**src/rtl/tmds_encoder_mc.sv**
```systemverilog
// Multi-lane pipelined TMDS encoder: 8b/10b video with running disparity, control,
// guard-band and TERC4 periods. Define TMDS_DISP_MON_EN to expose per-lane disparity on disp_out.
module tmds_encoder_mc #(
   parameter int unsigned NUM_CH = 3,
   parameter int unsigned DISP_W = 5
) (
   input  logic                   clk_in,
   input  logic                   rst_n_in,
   input  logic                   valid_in,
   input  logic [2:0]             mode_in,
   input  logic [NUM_CH*8-1:0]    data_in,
   input  logic [NUM_CH*2-1:0]    ctrl_in,
   input  logic [NUM_CH*4-1:0]    aux_in,
   output logic                   valid_out,
   output logic [NUM_CH*10-1:0]   tmds_out
`ifdef TMDS_DISP_MON_EN
   ,
   output logic [NUM_CH*DISP_W-1:0] disp_out
`endif
);

   localparam int unsigned SYM_W    = 10;
   localparam logic [2:0]  MODE_VIDEO    = 3'd1;
   localparam logic [2:0]  MODE_VIDEO_GB = 3'd2;
   localparam logic [2:0]  MODE_DATA     = 3'd3;
   localparam logic [2:0]  MODE_DATA_GB  = 3'd4;
   localparam logic [SYM_W-1:0] GB_A = 10'b0011001101;
   localparam logic [SYM_W-1:0] GB_B = 10'b1100110010;

   function automatic logic [3:0] popcnt8(input logic [7:0] v);
      logic [3:0] n;
      n = 4'd0;
      for (int i = 0; i < 8; i++) n = n + {3'b000, v[i]};
      return n;
   endfunction

   // Transition-minimising stage of the 8b/10b video code
   function automatic logic [8:0] tm_min(input logic [7:0] d);
      logic [3:0] n1;
      logic       use_xnor;
      logic [8:0] q;
      n1       = popcnt8(d);
      use_xnor = (n1 > 4'd4) || ((n1 == 4'd4) && !d[0]);
      q        = '0;
      q[0]     = d[0];
      for (int i = 1; i < 8; i++) q[i] = use_xnor ? ~(q[i-1] ^ d[i]) : (q[i-1] ^ d[i]);
      q[8]     = ~use_xnor;
      return q;
   endfunction

   // DC-balance stage; returns {new_disparity, symbol}. Arithmetic wraps at DISP_W, the result always fits.
   function automatic logic [DISP_W+9:0] video_enc(input logic [8:0] qm, input logic [3:0] n1,
                                                   input logic [DISP_W-1:0] cnt);
      logic [DISP_W-1:0] n1x2, d8, nc;
      logic [SYM_W-1:0]  sym;
      n1x2 = DISP_W'({n1, 1'b0});
      d8   = DISP_W'(8);
      if ((cnt == '0) || (n1 == 4'd4)) begin
         sym = {~qm[8], qm[8], qm[8] ? qm[7:0] : ~qm[7:0]};
         nc  = qm[8] ? (cnt + n1x2 - d8) : (cnt + d8 - n1x2);
      end else if ((!cnt[DISP_W-1] && (n1 > 4'd4)) || (cnt[DISP_W-1] && (n1 < 4'd4))) begin
         sym = {1'b1, qm[8], ~qm[7:0]};
         nc  = cnt + DISP_W'({qm[8], 1'b0}) + d8 - n1x2;
      end else begin
         sym = {1'b0, qm[8], qm[7:0]};
         nc  = cnt + n1x2 - d8 - DISP_W'({~qm[8], 1'b0});
      end
      return {nc, sym};
   endfunction

   function automatic logic [SYM_W-1:0] terc4(input logic [3:0] a);
      logic [SYM_W-1:0] s;
      case (a)
         4'h0: s = 10'b0011100101;  4'h1: s = 10'b1100011001;
         4'h2: s = 10'b0010011101;  4'h3: s = 10'b0100011101;
         4'h4: s = 10'b1000111010;  4'h5: s = 10'b0111100010;
         4'h6: s = 10'b0111000110;  4'h7: s = 10'b0011110010;
         4'h8: s = 10'b0011001101;  4'h9: s = 10'b1001110010;
         4'hA: s = 10'b0011100110;  4'hB: s = 10'b0110001101;
         4'hC: s = 10'b0111000101;  4'hD: s = 10'b1000111001;
         4'hE: s = 10'b1100011010;  default: s = 10'b1100001101;
      endcase
      return s;
   endfunction

   function automatic logic [SYM_W-1:0] ctrl_sym(input logic [1:0] c);
      logic [SYM_W-1:0] s;
      case (c)
         2'b00:   s = 10'b1101010100;
         2'b01:   s = 10'b0010101011;
         2'b10:   s = 10'b0101010100;
         default: s = 10'b1010101011;
      endcase
      return s;
   endfunction

   // Stage 1 combinational: q_m and its ones count per lane
   logic [8:0] qm_c [NUM_CH];
   logic [3:0] n1_c [NUM_CH];

   always_comb begin
      for (int c = 0; c < int'(NUM_CH); c++) begin
         qm_c[c] = tm_min(data_in[8*c +: 8]);
         n1_c[c] = popcnt8(qm_c[c][7:0]);
      end
   end

   logic [8:0]          qm_s1 [NUM_CH];
   logic [3:0]          n1_s1 [NUM_CH];
   logic [2:0]          mode_s1;
   logic [NUM_CH*2-1:0] ctrl_s1;
   logic [NUM_CH*4-1:0] aux_s1;
   logic                valid_s1;

   always_ff @(posedge clk_in or negedge rst_n_in) begin
      if (!rst_n_in) begin
         for (int c = 0; c < int'(NUM_CH); c++) begin
            qm_s1[c] <= '0;
            n1_s1[c] <= '0;
         end
         mode_s1  <= '0;
         ctrl_s1  <= '0;
         aux_s1   <= '0;
         valid_s1 <= 1'b0;
      end else begin
         for (int c = 0; c < int'(NUM_CH); c++) begin
            qm_s1[c] <= qm_c[c];
            n1_s1[c] <= n1_c[c];
         end
         mode_s1  <= mode_in;
         ctrl_s1  <= ctrl_in;
         aux_s1   <= aux_in;
         valid_s1 <= valid_in;
      end
   end

   // Stage 2 combinational: per-mode symbol select; non-video beats reset disparity
   logic [DISP_W-1:0]      disp_q  [NUM_CH];
   logic [DISP_W-1:0]      disp_nx [NUM_CH];
   logic [DISP_W+9:0]      venc    [NUM_CH];
   logic [NUM_CH*10-1:0]   tmds_nx;

   always_comb begin
      tmds_nx = tmds_out;
      for (int c = 0; c < int'(NUM_CH); c++) begin
         disp_nx[c] = disp_q[c];
         venc[c]    = video_enc(qm_s1[c], n1_s1[c], disp_q[c]);
         if (valid_s1) begin
            disp_nx[c] = '0;
            case (mode_s1)
               MODE_VIDEO: begin
                  tmds_nx[10*c +: 10] = venc[c][9:0];
                  disp_nx[c]          = venc[c][DISP_W+9:10];
               end
               MODE_VIDEO_GB: tmds_nx[10*c +: 10] = ((c % 3) == 1) ? GB_B : GB_A;
               MODE_DATA:     tmds_nx[10*c +: 10] = terc4(aux_s1[4*c +: 4]);
               MODE_DATA_GB:  tmds_nx[10*c +: 10] = ((c % 3) == 0) ? terc4(aux_s1[4*c +: 4]) : GB_B;
               default:       tmds_nx[10*c +: 10] = ctrl_sym(ctrl_s1[2*c +: 2]);
            endcase
         end
      end
   end

   always_ff @(posedge clk_in or negedge rst_n_in) begin
      if (!rst_n_in) begin
         tmds_out  <= '0;
         valid_out <= 1'b0;
         for (int c = 0; c < int'(NUM_CH); c++) disp_q[c] <= '0;
      end else begin
         tmds_out  <= tmds_nx;
         valid_out <= valid_s1;
         for (int c = 0; c < int'(NUM_CH); c++) disp_q[c] <= disp_nx[c];
      end
   end

`ifdef TMDS_DISP_MON_EN
   always_comb begin
      disp_out = '0;
      for (int c = 0; c < int'(NUM_CH); c++) disp_out[DISP_W*c +: DISP_W] = disp_q[c];
   end
`endif

endmodule

```
**config.mk**
```make
export PLATFORM = sky130hd
export DESIGN_NAME = tmds_encoder_mc
export DESIGN_NICKNAME = d
export VERILOG_FILES = /design/src/rtl/tmds_encoder_mc.sv
export SDC_FILE = /design/constraint.sdc
export NUM_CORES = 1
export LEC_CHECK = 0
export ABC_AREA = 1
export ABC_CLOCK_PERIOD_IN_PS = 4550
export CAP_MARGIN = 40
export CORE_MARGIN = 1
export CORE_UTILIZATION = 60
export CTS_CLUSTER_DIAMETER = 50
export CTS_CLUSTER_SIZE = 12
export DETAILED_ROUTE_END_ITERATION = 6
export GPL_TIMING_DRIVEN = 0
export PLACE_DENSITY = 0.83
export SLEW_MARGIN = 20
export SYNTH_ARGS = -nofsm -noshare
export SYNTH_HDL_FRONTEND = slang
export SYNTH_SLANG_ARGS = --single-unit
```
**constraint.sdc**
```tcl
create_clock -name clk_in -period 4.55 [get_ports clk_in]
set_input_delay 0.455 -clock clk_in [delete_from_list [all_inputs] [get_ports clk_in]]
set_output_delay 0.455 -clock clk_in [all_outputs]
set_load 0.05 [all_outputs]
```
==> parameters.txt <==
Parameter                              Value

Outcome
  Outcome ... finished, violations left
  Violated checks ... negative setup slack

Clock network
  Maximum buffer depth of the clock tree ... 2
  CTS root buffer ... sky130_fd_sc_hd__clkbuf_16
  TritonCTS clock tree ... built
  Deepest level of the CTS H-tree ... 3
  Number of clock sinks ... 104
  Hold Buf Count CTS ... 0
  Clock slew seen by the registers of the worst setup and hold paths ... 0.07 ns
  Insertion delay of the later-clocked pin in the worst-skew pair ... 0.36 ns
  Number of buffers created by CTS ... 9

Placed design
  RePlAce Congestion ... 0.903
  Instance area at placement ... 9460 um^2
  Post-DP HPWL ... 14,900 um
  Number of buffers inserted by port buffering ... 78

Drt
  Via count normalized by instance count ... 5.42
  Routed wire length ... 20,500 um
  Drt wl/cell ... 15.3 um
  Post-detailed-route count of antenna-violating nets ... 0
  Drt pass-1 iters ... 5
  Drt first-iter violations ... 598
  Vias post-DR ... 7,278
  Drt drc ... 0

Power
  Pleak ... 0.00523 uW
  Power per cell area ... 651 nW/um^2
  Worst supply voltage drop on vdd ... 336 uV

Synth
  Area share of the leading cell type in the synthesized netlist ... 0.313
  Netlist area before placement ... 8320 um^2
  Number of synthesis warnings ... 0
  Biggest area contributors in the synthesized netlist ... sky130_fd_sc_hd__dfrtp_1 31%, sky130_fd_sc_hd__ha_1 14%, sky130_fd_sc_hd__inv_1 10%
  Sequential area share after synthesis ... 0.313
  Avg Cell Area, Syn ... 7.94 um^2
  Number of standard cells after synthesis ... 1,048
  Number of register bits inferred by synthesis ... 104
  Distinct cell type count of the synthesized netlist ... 34
  Net count after synthesis ... 1,222
  Post-synth top area cell ... sky130_fd_sc_hd__dfrtp_1

Die
  Total die area ... 14,300 um^2
  Die Ht ... 120 um
  Number of core rows ... 42
  Area of the core region ... 13,400 um^2
  I/O pin cnt ... 79
  Chip Width ... 120 um
  Initial standard-cell utilization of the core ... 0.621

Global route
  Maximum number of pins on one net before global-route repair ... 65
  Antenna violations before repair ... 0
  Aggregate global-route resource usage ... 0.290
  Vias in the first global route ... 6,925
  Total grt overflow ... 0
  Global-route wire length before repair ... 32,400 um

Worst setup path
  Nature of the critical path startpoint ... input port
  Maximum net fanout on the critical path ... 4
  Required time worst endpoint ... 4.80 ns
  Kind of critical path ... input port to register
  Arrival time reported for the critical path endpoint ... 5.88 ns
  Crit. End Element ... register

Timing
  Setup WS post-layout ... -1.07 ns
  Worst Max-Slew Pin Slew ... 0.726 ns
  Max transition margin ... 0.516
  Slew Limit Fails ... 0
  Highest clock frequency the design can meet ... 178 MHz
  Post-Route Skew ... 0.00893 ns
  Setup repair after global routing missed its margin ... yes
  Endpoints failing setup ... 12
  Final worst path period need ... 5.62 ns
  Final worst-path cycle share ... 1.24
  Number of hold-slack violations in the final timing report ... 0

Layout
  Post-layout util ... 0.754
  Layout overhead on the synthesized area ... 21.4%
  Post-route cell area ... 10,100 um^2
  # nets final ... 1,335
  Layout cell share with drive strength beyond 1 ... 0.123
  Inserted Diodes ... 0

Hold path
  Worst Hold Class ... input port to asynchronous set/reset pin

Flow run
  Number of maximum-capacitance constraint violations ... 0
==> cell usage after synthesis (all sizes together) <==
cell type / count
clkinv: 4
a31oi: 11
xor2: 27
nand3b: 4
or2: 20
a221o: 1
nor2: 32
buf: 6
o31ai: 4
o211ai: 16
a21oi: 28
ha: 91
inv: 228
nand4: 15
xnor2: 20
clkbuf: 15
o22ai: 3
o221ai: 3
dfrtp: 104
o2111ai: 1
fa: 35
nand3: 81
o21ai: 79
nor3: 1
nand2: 219
==> where the power goes <==
group	internal [uW]	switching [uW]	total, uW
Clock	511	349	860
Sequential	1170	161	1330
Combinational	1820	2570	4380
==> layout by cell type, fill, tap and decap left out, types with 20 or more instances in the layout <==
cell type | netlist | layout
sky130_fd_sc_hd__nand3_1 | 80 | 77
sky130_fd_sc_hd__fa_1 | 35 | 29
sky130_fd_sc_hd__ha_1 | 91 | 83
sky130_fd_sc_hd__a21oi_1 | 28 | 28
sky130_fd_sc_hd__nand2_1 | 212 | 207
sky130_fd_sc_hd__o21ai_0 | 75 | 75
sky130_fd_sc_hd__nor2_1 | 30 | 30
sky130_fd_sc_hd__inv_1 | 227 | 210
sky130_fd_sc_hd__dfrtp_1 | 104 | 104
sky130_fd_sc_hd__clkdlybuf4s50_1 | 0 | 68
sky130_fd_sc_hd__or2_2 | 20 | 20
sky130_fd_sc_hd__buf_4 | 2 | 25
==> layer usage <==
metal | wire length [um] | part of all wire | up-vias | global-route usage
li1 | - | - | 3510 | -
met1 | 8550 | 0.42 | 3461 | 0.380
met2 | 10300 | 0.50 | 260 | 0.492
met3 | 1140 | 0.055 | 47 | 0.0404
met4 | 530 | 0.026 | 0 | 0.0984
met5 | 0 | 0 | - | 0
==> kinds of logic (layout without fill, tap and decap cells) <==
| logic type | count (synthesis) | count (layout) | synth area share |
|---|---|---|---|
| AND/OR/NAND/NOR | 372 | 372 | 0.198 |
| buffers and inverters | 253 | 371 | 0.116 |
| AO/OA/AOI/OAI | 146 | 146 | 0.0997 |
| adder cells (fa/ha/maj) | 126 | 126 | 0.221 |
| flip-flops | 104 | 104 | 0.313 |
| XOR/XNOR | 47 | 47 | 0.0531 |
==> final timing paths <==
path | cells after the start | endpoint | slack (ns) | from
min reg2reg | 2 | tmds_out[29]$_DFFE_PN0P_ | 0.49 | tmds_out[29]$_DFFE_PN0P_
max reg2reg | 15 | disp_q[4]$_DFFE_PN0P_ | 1.93 | n1_s1[1]$_DFF_PN0_
max in group asynchronous | 2 | n1_s1[2]$_DFF_PN0_ | 3.90 | rst_n_in
max | 20 | n1_s1[1]$_DFF_PN0_ | -1.07 | data_in[17]
min | 1 | qm_s1[11]$_DFF_PN0_ | 0.006 | rst_n_in
min in group clk_in | 1 | qm_s1[18]$_DFF_PN0_ | 0.22 | data_in[0]
==> flip-flops by register name, indices dropped and copies added (netlist names) <==
register,cells
valid_out,1
qm_s1,27
n1_s1,12
tmds_out,30
mode_s1,3
disp_q,12
valid_s1,1
ctrl_s1,6
aux_s1,12
==> per-stage QoR <==
step	setup slack [ns]	setup TNS, ns	cells	hold slack, ns	total power [uW]
final	-1.07	-8.65	1342	0.00583	6580
after global routing	-1.24	-10.55	1342	0.0333	7150
after CTS	-1.01	-7.85	1332	0.0224	6290
after detailed placement	-1.97	-20.45	1303	0.394	5230
after global placement	-1.85	-104.69	1302	0.471	5030
after floorplan	-0.972	-8.29	1048	0.159	4260
==> cell type report <==
| class | count | area, um^2 |
|---|---|---|
| flip-flops and latches | 104 | 2600 |
| inverters | 232 | 897 |
| fillers | 977 | 3300 |
| plain buffers | 21 | 91.3 |
| clock buffers | 11 | 253 |
| multi-input cells | 691 | 4950 |
| well taps | 176 | 220 |
| repair buffers | 102 | 1000 |
| clock inverters | 5 | 78.8 |
==> critical path, cell delays in order <==
cell	delay [ns]
sky130_fd_sc_hd__buf_2	0.10
sky130_fd_sc_hd__inv_2	0.06
sky130_fd_sc_hd__fa_1	0.60
sky130_fd_sc_hd__fa_1	0.46
sky130_fd_sc_hd__fa_1	0.50
sky130_fd_sc_hd__inv_1	0.05
sky130_fd_sc_hd__ha_2	0.17
sky130_fd_sc_hd__fa_1	0.45
sky130_fd_sc_hd__o31ai_2	0.26
sky130_fd_sc_hd__nand2_2	0.16
sky130_fd_sc_hd__xor2_2	0.22
sky130_fd_sc_hd__inv_2	0.07
sky130_fd_sc_hd__fa_1	0.48
sky130_fd_sc_hd__fa_1	0.53
sky130_fd_sc_hd__inv_2	0.04
sky130_fd_sc_hd__fa_2	0.58
sky130_fd_sc_hd__ha_4	0.14
sky130_fd_sc_hd__inv_2	0.04
sky130_fd_sc_hd__fa_2	0.50
sky130_fd_sc_hd__inv_1	0.04
==> repair_timing <==
action	in CTS	in global routing
resized for setup	70	16
buffers inserted	13	10
hold endpoints to repair	0	0
setup endpoints to repair	12	12
pin swaps	33	28
(Power assumes the default switching activity.)
